[src/rtl/lza_lod_correct_pkg.sv]
// Shared constants and types for the LZA leading-one detect / correction stage.
package lza_pkg;

  localparam int W_DEF   = 56;
  localparam int SHW_DEF = 6;

  // Operating modes carried on cont; any other encoding is passed through as unsupported.
  localparam logic [2:0] MODE_DBL  = 3'b000;
  localparam logic [2:0] MODE_DUAL = 3'b001;
  localparam logic [2:0] MODE_EXT  = 3'b010;

  // Lane boundaries (bit indices into the W-wide vectors).
  localparam int HI_MSB      = 55;
  localparam int DBL_LSB     = 6;
  localparam int EXT_LSB     = 8;
  localparam int DUAL_HI_LSB = 32;
  localparam int DUAL_LO_MSB = 23;
  localparam int DUAL_LO_LSB = 0;

  // Per-lane result handed to the normalization shifter.
  typedef struct packed {
    logic [SHW_DEF-1:0] shamt;
    logic               corr;
    logic               zero;
  } lane_res_t;

  // Contiguous mask with ones from msb down to lsb inclusive.
  function automatic logic [W_DEF-1:0] range_mask(input int msb, input int lsb);
    logic [W_DEF-1:0] m;
    for (int i = 0; i < W_DEF; i++) begin
      m[i] = (i <= msb) && (i >= lsb);
    end
    return m;
  endfunction

endpackage

[src/rtl/lza_lod_correct_if.sv]
// Beat interface of the LZA stage: precoded input beat in, per-lane shift result out.
interface lza_lod_correct_if #(
  parameter int W   = 56,
  parameter int SHW = 6
);
  logic           in_valid;
  logic           in_ready;
  logic [2:0]     cont;
  logic [W-1:0]   F;
  logic [W-1:0]   GP_p;
  logic [W-1:0]   GP_n;
  logic [W-1:0]   GN_p;
  logic [W-1:0]   GN_n;
  logic           neg_h;
  logic           neg_l;
  logic           out_valid;
  logic           out_ready;
  logic [2:0]     out_cont;
  logic [SHW-1:0] shamt_h;
  logic [SHW-1:0] shamt_l;
  logic           corr_h;
  logic           corr_l;
  logic           zero_h;
  logic           zero_l;

  // Producer of input beats and consumer of results.
  modport master (
    output in_valid, cont, F, GP_p, GP_n, GN_p, GN_n, neg_h, neg_l, out_ready,
    input  in_ready, out_valid, out_cont, shamt_h, shamt_l, corr_h, corr_l, zero_h, zero_l
  );

  // The LZA stage itself.
  modport slave (
    input  in_valid, cont, F, GP_p, GP_n, GN_p, GN_n, neg_h, neg_l, out_ready,
    output in_ready, out_valid, out_cont, shamt_h, shamt_l, corr_h, corr_l, zero_h, zero_l
  );
endinterface

[src/rtl/lza_lod_correct_lane.sv]
// One lane of leading-one detection plus the one-bit correction scan.
// The lane MSB is bit LW-1; inputs are already masked to the lane.
module lza_lane_lod #(
  parameter int LW  = 56,
  parameter int SHW = 6
) (
  input  logic [LW-1:0]  f_i,
  input  logic [LW-1:0]  sel_p_i,
  input  logic [LW-1:0]  sel_n_i,
  output logic [SHW-1:0] shamt_o,
  output logic           corr_o,
  output logic           zero_o
);
  logic           has_f;
  logic           has_p;
  logic           hit_n;
  logic [SHW-1:0] q;
  logic [SHW-1:0] pp;

  // Highest set index of F and of the positive correction digits (later hits override).
  always_comb begin
    has_f = 1'b0;
    q     = '0;
    has_p = 1'b0;
    pp    = '0;
    for (int i = 0; i < LW; i++) begin
      if (f_i[i]) begin
        has_f = 1'b1;
        q     = SHW'(i);
      end
      if (sel_p_i[i]) begin
        has_p = 1'b1;
        pp    = SHW'(i);
      end
    end
  end

  // The highest nonzero digit strictly below p' decides: a negative digit means one short.
  always_comb begin
    hit_n = 1'b0;
    for (int j = 0; j < LW; j++) begin
      if (has_p && (j < int'(pp)) && (sel_p_i[j] || sel_n_i[j])) begin
        hit_n = sel_n_i[j];
      end
    end
  end

  assign shamt_o = has_f ? (SHW'(LW - 1) - q) : '0;
  assign corr_o  = has_f & hit_n;
  assign zero_o  = ~has_f;

endmodule

[src/rtl/lza_lod_correct.sv]
// Two-stage LZA leading-one detect with correction flag, feeding the normalization shifter.
// Stage 1 registers the lane-masked vectors; stage 2 registers per-lane shift results.
module lza_lod_correct
  import lza_pkg::*;
#(
  parameter int W   = W_DEF,
  parameter int SHW = SHW_DEF
) (
  input logic              clk,
  input logic              rst_n,
  lza_lod_correct_if.slave lza_if
);
  localparam int LO_W = DUAL_LO_MSB + 1;

  // Active-lane mask for a given mode; unsupported modes see no active bits.
  function automatic logic [W-1:0] lane_mask(input logic [2:0] c);
    logic [W-1:0] m;
    case (c)
      MODE_DBL:  m = range_mask(HI_MSB, DBL_LSB);
      MODE_DUAL: m = range_mask(HI_MSB, DUAL_HI_LSB) | range_mask(DUAL_LO_MSB, DUAL_LO_LSB);
      MODE_EXT:  m = range_mask(HI_MSB, EXT_LSB);
      default:   m = '0;
    endcase
    return m;
  endfunction

  logic s1_acc, s2_acc, ld_p1, ld_p2;
  logic vld_p1_d, vld_p1_q, vld_p2_d, vld_p2_q;

  logic [W-1:0] mask_p1;
  logic [W-1:0] f_p1_d, gpp_p1_d, gpn_p1_d, gnp_p1_d, gnn_p1_d;
  logic [W-1:0] f_p1_q, gpp_p1_q, gpn_p1_q, gnp_p1_q, gnn_p1_q;
  logic [2:0]   cont_p1_q;
  logic         neg_h_p1_q, neg_l_p1_q;

  logic [W-1:0]    hi_keep, hi_f, hi_sp, hi_sn;
  logic [LO_W-1:0] lo_f, lo_sp, lo_sn;
  logic [SHW-1:0]  hi_shamt, lo_shamt;
  logic            hi_corr, hi_zero, lo_corr, lo_zero;

  lane_res_t  hi_res_d, lo_res_d, hi_res_q, lo_res_q;
  logic [2:0] cont_p2_q;

  // Handshake: each stage accepts when empty or when the stage after it accepts.
  always_comb begin
    s2_acc   = ~vld_p2_q | lza_if.out_ready;
    s1_acc   = ~vld_p1_q | s2_acc;
    ld_p1    = s1_acc & lza_if.in_valid;
    ld_p2    = s2_acc & vld_p1_q;
    vld_p1_d = s1_acc ? lza_if.in_valid : vld_p1_q;
    vld_p2_d = s2_acc ? vld_p1_q : vld_p2_q;
  end

  assign lza_if.in_ready = s1_acc;

  // Valid bits; reset drops any beat in flight.
  always_ff @(posedge clk or negedge rst_n) begin
    if (!rst_n) begin
      vld_p1_q <= 1'b0;
      vld_p2_q <= 1'b0;
    end else begin
      vld_p1_q <= vld_p1_d;
      vld_p2_q <= vld_p2_d;
    end
  end

  // ---- stage 0 -> 1: mask vectors to the active lane(s) ----
  always_comb begin
    mask_p1  = lane_mask(lza_if.cont);
    f_p1_d   = lza_if.F    & mask_p1;
    gpp_p1_d = lza_if.GP_p & mask_p1;
    gpn_p1_d = lza_if.GP_n & mask_p1;
    gnp_p1_d = lza_if.GN_p & mask_p1;
    gnn_p1_d = lza_if.GN_n & mask_p1;
  end

  // Stage-1 data registers load only on an accepted beat.
  always_ff @(posedge clk) begin
    if (ld_p1) begin
      f_p1_q     <= f_p1_d;
      gpp_p1_q   <= gpp_p1_d;
      gpn_p1_q   <= gpn_p1_d;
      gnp_p1_q   <= gnp_p1_d;
      gnn_p1_q   <= gnn_p1_d;
      cont_p1_q  <= lza_if.cont;
      neg_h_p1_q <= lza_if.neg_h;
      neg_l_p1_q <= lza_if.neg_l;
    end
  end

  // ---- stage 1 -> 2: per-lane detection and mode muxing ----
  always_comb begin
    hi_keep = (cont_p1_q == MODE_DUAL) ? range_mask(HI_MSB, DUAL_HI_LSB) : '1;
    hi_f    = f_p1_q & hi_keep;
    hi_sp   = (neg_h_p1_q ? gnp_p1_q : gpp_p1_q) & hi_keep;
    hi_sn   = (neg_h_p1_q ? gnn_p1_q : gpn_p1_q) & hi_keep;
    lo_f    = f_p1_q[LO_W-1:0];
    lo_sp   = neg_l_p1_q ? gnp_p1_q[LO_W-1:0] : gpp_p1_q[LO_W-1:0];
    lo_sn   = neg_l_p1_q ? gnn_p1_q[LO_W-1:0] : gpn_p1_q[LO_W-1:0];
  end

  lza_lane_lod #(.LW(W), .SHW(SHW)) u_lane_hi (
    .f_i     (hi_f),
    .sel_p_i (hi_sp),
    .sel_n_i (hi_sn),
    .shamt_o (hi_shamt),
    .corr_o  (hi_corr),
    .zero_o  (hi_zero)
  );

  lza_lane_lod #(.LW(LO_W), .SHW(SHW)) u_lane_lo (
    .f_i     (lo_f),
    .sel_p_i (lo_sp),
    .sel_n_i (lo_sn),
    .shamt_o (lo_shamt),
    .corr_o  (lo_corr),
    .zero_o  (lo_zero)
  );

  // Select which lane results are live for the beat's mode; idle lanes report zero.
  always_comb begin
    hi_res_d = '{shamt: '0, corr: 1'b0, zero: 1'b1};
    lo_res_d = '{shamt: '0, corr: 1'b0, zero: 1'b1};
    case (cont_p1_q)
      MODE_DBL, MODE_EXT: begin
        hi_res_d = '{shamt: hi_shamt, corr: hi_corr, zero: hi_zero};
      end
      MODE_DUAL: begin
        hi_res_d = '{shamt: hi_shamt, corr: hi_corr, zero: hi_zero};
        lo_res_d = '{shamt: lo_shamt, corr: lo_corr, zero: lo_zero};
      end
      default: ;
    endcase
  end

  // Output registers: cleared by reset, held while the consumer stalls.
  always_ff @(posedge clk or negedge rst_n) begin
    if (!rst_n) begin
      hi_res_q  <= '0;
      lo_res_q  <= '0;
      cont_p2_q <= '0;
    end else if (ld_p2) begin
      hi_res_q  <= hi_res_d;
      lo_res_q  <= lo_res_d;
      cont_p2_q <= cont_p1_q;
    end
  end

  assign lza_if.out_valid = vld_p2_q;
  assign lza_if.out_cont  = cont_p2_q;
  assign lza_if.shamt_h   = hi_res_q.shamt;
  assign lza_if.corr_h    = hi_res_q.corr;
  assign lza_if.zero_h    = hi_res_q.zero;
  assign lza_if.shamt_l   = lo_res_q.shamt;
  assign lza_if.corr_l    = lo_res_q.corr;
  assign lza_if.zero_l    = lo_res_q.zero;

endmodule
[src/flat_wrapper.sv]
// flat-port wrapper written by rule: the top's interface ports become plain ports
module lza_lod_correct_flat import lza_pkg::*;
#(
  parameter int W   = W_DEF,
  parameter int SHW = SHW_DEF
)
  (clk, rst_n, lza_if_in_valid, lza_if_cont, lza_if_F, lza_if_GP_p, lza_if_GP_n, lza_if_GN_p, lza_if_GN_n, lza_if_neg_h, lza_if_neg_l, lza_if_out_ready, lza_if_in_ready, lza_if_out_valid, lza_if_out_cont, lza_if_shamt_h, lza_if_shamt_l, lza_if_corr_h, lza_if_corr_l, lza_if_zero_h, lza_if_zero_l);
  lza_lod_correct_if #(.W(W), .SHW(SHW)) lza_if_i ();
  input logic clk;
  input logic rst_n;
  input wire logic [$bits(lza_if_i.in_valid)-1:0] lza_if_in_valid;
  input wire logic [$bits(lza_if_i.cont)-1:0] lza_if_cont;
  input wire logic [$bits(lza_if_i.F)-1:0] lza_if_F;
  input wire logic [$bits(lza_if_i.GP_p)-1:0] lza_if_GP_p;
  input wire logic [$bits(lza_if_i.GP_n)-1:0] lza_if_GP_n;
  input wire logic [$bits(lza_if_i.GN_p)-1:0] lza_if_GN_p;
  input wire logic [$bits(lza_if_i.GN_n)-1:0] lza_if_GN_n;
  input wire logic [$bits(lza_if_i.neg_h)-1:0] lza_if_neg_h;
  input wire logic [$bits(lza_if_i.neg_l)-1:0] lza_if_neg_l;
  input wire logic [$bits(lza_if_i.out_ready)-1:0] lza_if_out_ready;
  output wire logic [$bits(lza_if_i.in_ready)-1:0] lza_if_in_ready;
  output wire logic [$bits(lza_if_i.out_valid)-1:0] lza_if_out_valid;
  output wire logic [$bits(lza_if_i.out_cont)-1:0] lza_if_out_cont;
  output wire logic [$bits(lza_if_i.shamt_h)-1:0] lza_if_shamt_h;
  output wire logic [$bits(lza_if_i.shamt_l)-1:0] lza_if_shamt_l;
  output wire logic [$bits(lza_if_i.corr_h)-1:0] lza_if_corr_h;
  output wire logic [$bits(lza_if_i.corr_l)-1:0] lza_if_corr_l;
  output wire logic [$bits(lza_if_i.zero_h)-1:0] lza_if_zero_h;
  output wire logic [$bits(lza_if_i.zero_l)-1:0] lza_if_zero_l;
  assign lza_if_i.in_valid = lza_if_in_valid;
  assign lza_if_i.cont = lza_if_cont;
  assign lza_if_i.F = lza_if_F;
  assign lza_if_i.GP_p = lza_if_GP_p;
  assign lza_if_i.GP_n = lza_if_GP_n;
  assign lza_if_i.GN_p = lza_if_GN_p;
  assign lza_if_i.GN_n = lza_if_GN_n;
  assign lza_if_i.neg_h = lza_if_neg_h;
  assign lza_if_i.neg_l = lza_if_neg_l;
  assign lza_if_i.out_ready = lza_if_out_ready;
  assign lza_if_in_ready = lza_if_i.in_ready;
  assign lza_if_out_valid = lza_if_i.out_valid;
  assign lza_if_out_cont = lza_if_i.out_cont;
  assign lza_if_shamt_h = lza_if_i.shamt_h;
  assign lza_if_shamt_l = lza_if_i.shamt_l;
  assign lza_if_corr_h = lza_if_i.corr_h;
  assign lza_if_corr_l = lza_if_i.corr_l;
  assign lza_if_zero_h = lza_if_i.zero_h;
  assign lza_if_zero_l = lza_if_i.zero_l;
  lza_lod_correct #(.W(W), .SHW(SHW)) u_core (.clk(clk), .rst_n(rst_n), .lza_if(lza_if_i));
endmodule
[config.mk]
export PLATFORM = sky130hd
export DESIGN_NAME = lza_lod_correct_flat
export DESIGN_NICKNAME = d
export VERILOG_FILES = /design/src/rtl/lza_lod_correct_pkg.sv /design/src/rtl/lza_lod_correct_if.sv /design/src/rtl/lza_lod_correct_lane.sv /design/src/rtl/lza_lod_correct.sv /design/src/flat_wrapper.sv
export SDC_FILE = /design/constraint.sdc
export NUM_CORES = 1
export LEC_CHECK = 0
export BUFFER_PORTS_ARGS = -buffer_cell sky130_fd_sc_hd__buf_2
export CAP_MARGIN = 20
export CORE_ASPECT_RATIO = 0.8
export CORE_MARGIN = 2
export CORE_UTILIZATION = 50
export DETAILED_ROUTE_END_ITERATION = 8
export PLACE_DENSITY_LB_ADDON = 0.05
export SKIP_LAST_GASP = 1
export SLEW_MARGIN = 25
export SYNTH_ARGS = -nofsm -noshare
export SYNTH_HDL_FRONTEND = slang
export SYNTH_SLANG_ARGS = --single-unit
[constraint.sdc]
create_clock -name clk -period 8.95 [get_ports clk]
set_input_delay 1.3425 -clock clk [delete_from_list [all_inputs] [get_ports clk]]
set_output_delay 1.3425 -clock clk [all_outputs]
set_load 0.01 [all_outputs]
Word-level counts from Yosys, hierarchy flattened. Cells that the tools add are included. Widths: inputs -> output; s select.

Muxes and demuxes: 406. $lt $le $gt $ge: 80. Bitwise logic cells: 18. Reductions and logical operators: 243. $add $sub $neg: 2. Eq/ne operators: 4.

Operators with widths (count): $mux 6 (154); $and 56x56->56 (8); $mux 1 (244); $pmux 56 s3 (1); $logic_and 1x1->1 (160); $lt 5x6->1 const A (24); $lt 6x6->1 const A (24); $mux 56 (2); $lt 4x6->1 const A (16); $logic_or 1x1->1 (80); $lt 3x6->1 const A (8); $mux 24 (2); $mux 32 (1); $lt 1x6->1 const A (4); $lt 2x6->1 const A (4); $mux 8 (2); $eq 3x1->1 const B (2); $eq 3x2->1 const B (2); $logic_not 3->1 (2); $sub 5x6->6 const A (1); $sub 6x6->6 const A (1); $and 1x1->1 (4); $not 1->1 (4); $reduce_or 3->1 (1); $or 1x1->1 (2).

Output and inout port bits: 21. Flip-flop bits (word level): 306. Word-level logic and storage cells: 770.

Longest topological paths before layout. Gate-level depths: netlist of run 1.

Word-level depth: 119. Gate-level depth with buffers: 18. Mapped depth without buffers: 12.

By module. Synthesis of run 1 repeated with hierarchy kept, for this count alone.

Cells, all modules: 1659. Area, all modules: 17962.2 um^2.

Modules (own cells, without submodules): lza_lod_correct (instances 1, area each 13802.0 um^2, cells each 958, seq. area each 9083.7 um^2); lza_lane_lod (u_core.u_lane_hi) (instances 1, area each 2914.0 um^2, cells each 499, seq. area each 0.0 um^2); lza_lane_lod (u_core.u_lane_lo) (instances 1, area each 1246.2 um^2, cells each 202, seq. area each 0.0 um^2).

Worst setup path after synthesis of run 1. Ideal clock, no wire load.

Path kind: input-to-reg. Start: input port lza_if_out_ready. End: register u_core.cont_p1_q[0], enable pin. Library setup time: 0.681 ns. Path buffers: 0. Required time: 8.269 ns. Arrival time: 7.989 ns. Slack: 0.280 ns. Cell stages on the path: 2. Cells stage by stage: nand3b_1 and2_1.

Longest elaborated chain between the ends: 3.

Ends and longest elaborated chain: from (decl) (line flat_wrapper.sv:20) `input wire logic [$bits(lza_if_i.out_ready)-1:0] lza_if_out_ready;`; $or 1x1->1 (line lza_lod_correct.sv:46) `s2_acc = ~vld_p2_q | lza_if.out_ready;`; $or 1x1->1 (line lza_lod_correct.sv:47) `s1_acc = ~vld_p1_q | s2_acc;`; $and 1x1->1 (line lza_lod_correct.sv:48) `ld_p1 = s1_acc & lza_if.in_valid;`; via u_core.ld_p1 (line lza_lod_correct.sv:27) `logic s1_acc, s2_acc, ld_p1, ld_p2;`; to (signal assigned) (line lza_lod_correct.sv:85) `cont_p1_q <= lza_if.cont;`; to (decl) (line lza_lod_correct.sv:33) `logic [2:0] cont_p1_q;`.

The timed path passes the listed nets, and every way through them passes these cells. A chain may end at the register's enable or synchronous reset.

Final worst setup path of run 1.
Start: register u_core.neg_h_p1_q. End: register u_core.hi_res_q (netlist bit u_core.lza_if.corr_h).

Longest elaborated chain between the ends: 118.

Ends and longest elaborated chain: from (decl) (line lza_lod_correct.sv:34) `logic neg_h_p1_q, neg_l_p1_q;`; from (signal assigned) (line lza_lod_correct.sv:86) `neg_h_p1_q <= lza_if.neg_h;`; $mux 56 (line lza_lod_correct.sv:95) `hi_sp = (neg_h_p1_q ? gnp_p1_q : gpp_p1_q) & hi_keep;`; $and 56x56->56 (line lza_lod_correct.sv:95); $mux 1 (line lza_lod_correct_lane.sv:31) `if (sel_p_i[i]) begin`; $mux 6 / $mux 1 (equally long branches) (54 in series) (line lza_lod_correct_lane.sv:31); $lt 1x6->1 / $mux 1 (equally long branches) (line lza_lod_correct_lane.sv:42, lza_lod_correct_lane.sv:31); $logic_and 1x1->1 (2 in series) (line lza_lod_correct_lane.sv:42) `if (has_p && (j < int'(pp)) && (sel_p_i[j] || sel_n_i[j])) begin`; $mux 1 (55 in series) (line lza_lod_correct_lane.sv:42); $mux 1 (*) (line lza_lod_correct_lane.sv:42); $and 1x1->1 (*) (line lza_lod_correct_lane.sv:49) `assign corr_o = has_f & hit_n;`; $mux 8 (*) (line lza_lod_correct.sv:124) `case (cont_p1_q)`; to (signal assigned) (line lza_lod_correct.sv:143) `hi_res_q <= hi_res_d;`; to (decl) (line lza_lod_correct.sv:41) `lane_res_t hi_res_d, lo_res_d, hi_res_q, lo_res_q;`.

Mark *: on every way between the ends. The rest lies on a longest branch, timed or not.

==> reports/results.tsv, run 1 <==
metric	value	unit
outcome	finished clean	
worstHoldPathType	reg2reg	
synth_compound_area_share	16.58	%
worst_pin_slew	1.058	ns
ant_nets	0	
syn_inst	1726	
root_buffer	clkbuf_16	
portBuffers	307	
grt_max_degree	158	
hold_ws	0.4871	ns
post-dp-hpwl	42760	um
synth_sequential_area_ratio	49.56	%
synth-adder-area-share	0.2474	%
met2_length	23380	um
synthTopCellsByCount	edfxtp_1 (283), and2_1 (258), nor2_1 (107)	
stdcell_count	2508	
vias	15160	
synthSimpleGateAreaFrac	22.19	%
path_depth	12	
critical_path_class	reg2reg	
vias_per_cell	6.044	
clkSlewWorstSetupHoldPaths	0.06	ns
synth_top_family_by_area	simple AND/OR/NAND/NOR gates	
slew_headroom	28.56	%
avgSynthCellArea	10.55	um^2
ys_warn_count	0	
grt_pass1_wl	84300	um
wl	56700	um
synth_cell_types	104	
path_max_fanout	45	
cp.arrival	6.42	ns
synth_area_leaders	edfxtp_1 (47%), and2_1 (8.9%), mux2i_1 (5.3%)	
wl_met1	26600	um
start_util	50.69	%
post_drt_wl_per_cell	22.61	um
yosys.cell_count.top_type	edfxtp_1	
top_layer_used	met5	
synth_enable_flop_cells	283	
netlist.area_leader.share	46.67	%
powerDensity	172.0	nW/um^2
gr-total-overflow	0	
ir_drop	0.1552	mV
muxShareOfSynthArea	7.923	%
cts_tree	built	
cp_top_family	compound AO/OA/AOI/OAI gates	
core	35920	um^2
netlist.top_cell.by_area	edfxtp_1	
die_h	174.7	um
finalSetupViolations	0	
required	9.41	ns
synth_seq_cells	304	
insertion_delay	0.60	ns
hold_depth	2	
rows	62	
cts_setup_buffers	0	
final.setup.tns	0	ns
drt_pre_antenna_iters	6	
hold_viol	0	
p_leak	8.322	nW
areaGrowthSynthToFinish	15.70	%
finalPower	0.003624	W
gp_congestion	0.9652	
synth_fp_nets	2017	
rsz0062_at_grt	false	
crit_buf_inv	1	
cts_max_level	1	
crit_path_start_kind	register	
dr_wl_met3	5496	um
fin_skew	0.01172	ns
antenna_found_initial	19	
grt_pass1_vias	14170	
ctsLongestPathBuffers	3	
cap_violations	0	
synth_xor_xnor_area_share	0.09621	%
async_flop_share	6.908	%
fmax	167.7	MHz
utilization	58.65	%
drc	0	
cp_slowest_stage_delay	0.98	ns
ctsResizeCount	0	
postCtsHoldBufs	0	
cts_sinks	304	
place_inst	2444	
die-area	37970	um^2
finalNetCount	2287	
endpoint_kind	register	
finalCritPeriodShare	66.61	%
synth_flop_cell	edfxtp_1	
path_cells	buf_12 -> mux2i_1 -> a21oi_1 -> o41ai_1 -> a2111oi_2 -> or2_4 -> nand2_1 -> o32ai_2 -> a2111oi_0 -> o211ai_1 -> a211oi_1 -> o21ai_1	
cts_buffers	30	
netlist_area	18210	um^2
period_minus_slack	5.961	ns
drive_gt1_share	23.22	%
slowest_stage	o41ai_1	
ff2ff_path_depth	12	
first_iter_violations	1579	
grt_usage	29.14	%
final_max_slew_viol_count	0	
die_w	217.4	um
io_pins	310	
==> logic make-up (layout without fill, tap and decap cells) <==
logic type	Yosys count	count (layout)
DFF	304	304
adders and majority gates	4	4
muxes	138	138
other	0	8
AOI/OAI and AO/OA	425	425
and+or+nand+nor	721	721
xor gates and xnor gates	2	2
buffers and inverters	132	426
==> worst paths after layout <==
kind | startpoint | end | slack [ns]
worst max-delay path | u_core.neg_h_p1_q | u_core.lza_if.corr_h | 2.99
worst min-delay path | u_core.lza_if.shamt_h[3] | u_core.lza_if.shamt_h[3] | 0.49
worst max register to register | u_core.neg_h_p1_q | u_core.lza_if.corr_h | 2.99
worst min register to register | u_core.lza_if.shamt_h[3] | u_core.lza_if.shamt_h[3] | 0.49
max in group asynchronous | rst_n | u_core.lza_if.corr_h | 7.75
min in group asynchronous | rst_n | u_core.lza_if.shamt_h[0] | 0.77
==> per-stage QoR <==
stage / cell area (um^2) / setup WS (ns)
6_report: 21070 / 2.989
5_1_grt: 21050 / 2.778
4_1_cts: 21040 / 3.044
3_5_place_dp: 20090 / 3.081
3_3_place_gp: 20090 / 3.169
2_1_floorplan: 18210 / 0.2798
==> registers in the layout (all words and copies together), names as in the netlist, 3 cells and up <==
signal                  flops
u_core.gpn_p1_q            55
u_core.lza_if.shamt_h       6
u_core.cont_p1_q            3
u_core.gnp_p1_q            56
u_core.gnn_p1_q            55
u_core.lza_if.shamt_l       6
u_core.f_p1_q              56
u_core.lza_if.out_cont      3
u_core.gpp_p1_q            56
==> cell type report <==
class	count	area (um^2)
Multi-Input combinational cell	1290	8596
Clock inverter	24	193.9
Inverter	43	161.4
Sequential cell	304	9024
Tap cell	480	600.6
Fill cell	3087	14850
Clock buffer	32	758.2
Antenna cell	8	20.02
Timing Repair Buffer	327	1712
==> cell usage in the layout, fill, tap and decap left out, drive strengths merged, types with 21 or more instances in the layout <==
cell | synthesis | final
o21ai | 85 | 85
nor3b | 22 | 22
and3 | 38 | 38
edfxtp | 283 | 283
buf | 39 | 327
nor3 | 46 | 46
or2 | 21 | 21
clkbuf | 50 | 32
and2 | 259 | 259
nand3 | 25 | 25
mux2 | 40 | 40
mux2i | 98 | 98
a21oi | 91 | 91
nand2 | 97 | 97
inv | 43 | 44
nor4 | 25 | 25
nor2 | 109 | 109
dfrtp | 21 | 21
==> routing by layer <==
metal	track usage, %	up-vias
met5	0	-
li1	-	7098
met2	41.39	656
met3	7.972	93
met1	44.50	7291
met4	5.679	20
==> worst register-to-register path, cell delays in order, from the launching register on <==
cell and delay (ns):
edfxtp_1 0.79, buf_12 0.37, mux2i_1 0.53, a21oi_1 0.15, o41ai_1 0.98, a2111oi_2 0.29
or2_4 0.41, nand2_1 0.40, o32ai_2 0.21, a2111oi_0 0.74, o211ai_1 0.29, a211oi_1 0.56
o21ai_1 0.10
==> where the power goes <==
part | internal (W) | switching, W | total, W
clock | 0.000672 | 0.000557 | 0.00123
sequential | 0.00167 | 0.0000834 | 0.00176
combinational | 0.000251 | 0.000388 | 0.000639
total | 0.00260 | 0.00103 | 0.00362
Note: power is estimated with default switching activity, not from simulation.
==> run 2, diff against run 1 <==
==> constraint.sdc (replaced) <==
create_clock -name clk -period 6 [get_ports clk]
set_input_delay 0.9 -clock clk [delete_from_list [all_inputs] [get_ports clk]]
set_output_delay 0.9 -clock clk [all_outputs]
set_load 0.01 [all_outputs]
==> run 2 against run 1 <==
  * Core utilization grew 0.62 points
  * Flip-flop and latch count is the same
  * Power grew 52%
  * Critical path type unchanged
==> reports/results.tsv, run 2 (same netlist as run 1, synthesis figures left out) <==
metric	value	unit	change
utilization	59.27	%	+0.62 points
cap_violations	0		unchanged
endpoint_kind	register		
slew_headroom	33.65	%	+5.1 points
die_w	217.4	um	unchanged
required	6.49	ns	-2.92 ns
placed_cell_area	20250	um^2	+0.79%
dr_wl_met3	5796	um	+5.5%
die-area	37970	um^2	unchanged
drt_pre_antenna_iters	6		unchanged
reg2reg_from	u_core.neg_h_p1_q		
final_max_slew_viol_count	0		unchanged
ir_drop	0.2657	mV	+71%
path_max_fanout	57		+27%
worst_pin_slew	0.9953	ns	-0.06252 ns
ctsResizeCount	0		unchanged
drive_gt1_share	23.97	%	+0.75 points
cts_max_level	1		unchanged
finish.instance_area	21290	um^2	+1.1%
rows	62		unchanged
clkSlewWorstSetupHoldPaths	0.07	ns	about the same
first_iter_violations	1655		+4.8%
ant_nets	0		unchanged
cp.arrival	6.18	ns	-0.24 ns
cts_sinks	304		unchanged
gp_congestion	0.9207		-4.6%
io_pins	310		unchanged
worstHoldPathType	in2async		
ff2ff_path_depth	14		+2
outcome	finished clean		
hold_viol	0		unchanged
rsz0062_at_grt	false		
die_h	174.7	um	unchanged
final_common_cell	buf_2		
p_leak	8.447	nW	+1.5%
critical_path_class	reg2reg		
finalNetCount	2303		+0.70%
wl_met1	26550	um	-0.20%
final_cell_mix	buf_2 (307), edfxtp_1 (283), and2_1 (257)		
grt_max_degree	161		+1.9%
fmax	175.9	MHz	+4.9%
finalSetupViolations	0		unchanged
internal_power	0.003968	W	+53%
power_frac_seq	47.5	%	-0.9 points
p_comb_share	17.7	%	about the same
drc	0		unchanged
netSwitchingPower	0.001547	W	+50%
top_regs	u_core.f_p1_q: 56 flops, u_core.gnp_p1_q: 56 flops, u_core.gpp_p1_q: 56 flops		
powerDensity	259.1	nW/um^2	+51%
core	35920	um^2	unchanged
grt_pass1_vias	14440		+1.9%
met2_length	24010	um	+2.7%
gr-total-overflow	0		unchanged
top_layer_used	met5		
final.setup.tns	0	ns	unchanged
swShare	28.05	%	-0.33 points
antenna_found_initial	25		+6
crit_path_start_kind	register		
finalCritPeriodShare	94.74	%	+28 points
post-dp-hpwl	43480	um	+1.7%
root_buffer	clkbuf_16		
portBuffers	307		unchanged
period_minus_slack	5.684	ns	-0.2773 ns
vias	15190		+0.20%
cts_buffers	31		+3.3%
grt_usage	29.76	%	+0.62 points
wl	57630	um	+1.6%
insertion_delay	0.61	ns	about the same
fin_skew	0.03087	ns	+0.01915 ns
cts_setup_buffers	0		unchanged
grt_pass1_wl	85820	um	+1.8%
ctsLongestPathBuffers	3		unchanged
start_util	50.69	%	unchanged
vias_per_cell	6.004		-0.67%
cts_tree	built		
worstSetupStartpoint	u_core.neg_h_p1_q		
post_drt_wl_per_cell	22.78	um	+0.75%
postCtsHoldBufs	0		unchanged
finalPower	0.005515	W	+52%
p_clk_share	34.8	%	+0.9 points
areaGrowthSynthToFinish	16.91	%	
-- run 2: final timing paths --
kind                                                   to  slack, ns
worst max-delay path                 u_core.lza_if.corr_h       0.32
worst min-delay path                 u_core.lza_if.corr_h       0.32
worst max register to register       u_core.lza_if.corr_h       0.32
worst min register to register   u_core.lza_if.shamt_h[5]       0.49
max in group asynchronous       u_core.lza_if.out_cont[2]       5.25
min in group clk                 u_core.lza_if.shamt_h[5]       0.49
-- run 2: area by class of cell --
class                   count  area (um^2)
diodes                     14        35.03
inverters                  43        161.4
repair buffers            342         1874
clock buffers              46        902.1
flip-flops and latches    304         9024
clock inverters            11        103.9
multi-input cells        1290         8586
fillers                  3097        14630
well taps                 480        600.6
-- run 2: critical path, cell delays in order (launching register included) --
cell,delay (ns)
edfxtp_1,0.79
buf_12,0.38
buf_4,0.27
nor3_1,0.53
o22a_2,0.30
nand2_1,0.25
o31ai_1,0.76
nand3_1,0.34
a21oi_1,0.37
nor4_1,0.14
a2111oi_0,0.66
buf_4,0.23
o211ai_1,0.12
a211oi_1,0.34
o21ai_1,0.09
-- run 2: layer usage --
layer  up-vias  GRT usage (%)
met5         -              0
met4        20          6.821
met3        97          8.094
met2       717          42.81
met1      7229          44.61
li1       7126              -
-- run 2: through the flow --
stage	hold WS (ns)	worst slack, ns	cells
floorplan	0.4711	0.9699	1726
global placement	0.4565	0.4736	2459
detailed placement	0.4706	0.5958	2459
CTS	0.3111	0.5726	2516
global route	0.3342	0.1346	2523
finish	0.3158	0.3159	2530
-- run 2: power by group through the flow --
| stage | clock, W | combinational, W | sequential (W) |
|---|---|---|---|
| global route | 0.00203 | 0.00106 | 0.00263 |
| detailed placement | 0 | 0.000956 | 0.00266 |
| finish | 0.00192 | 0.000976 | 0.00262 |
| floorplan | 0 | 0.000616 | 0.00262 |
| CTS | 0.00195 | 0.000961 | 0.00262 |
| global placement | 0 | 0.000946 | 0.00266 |
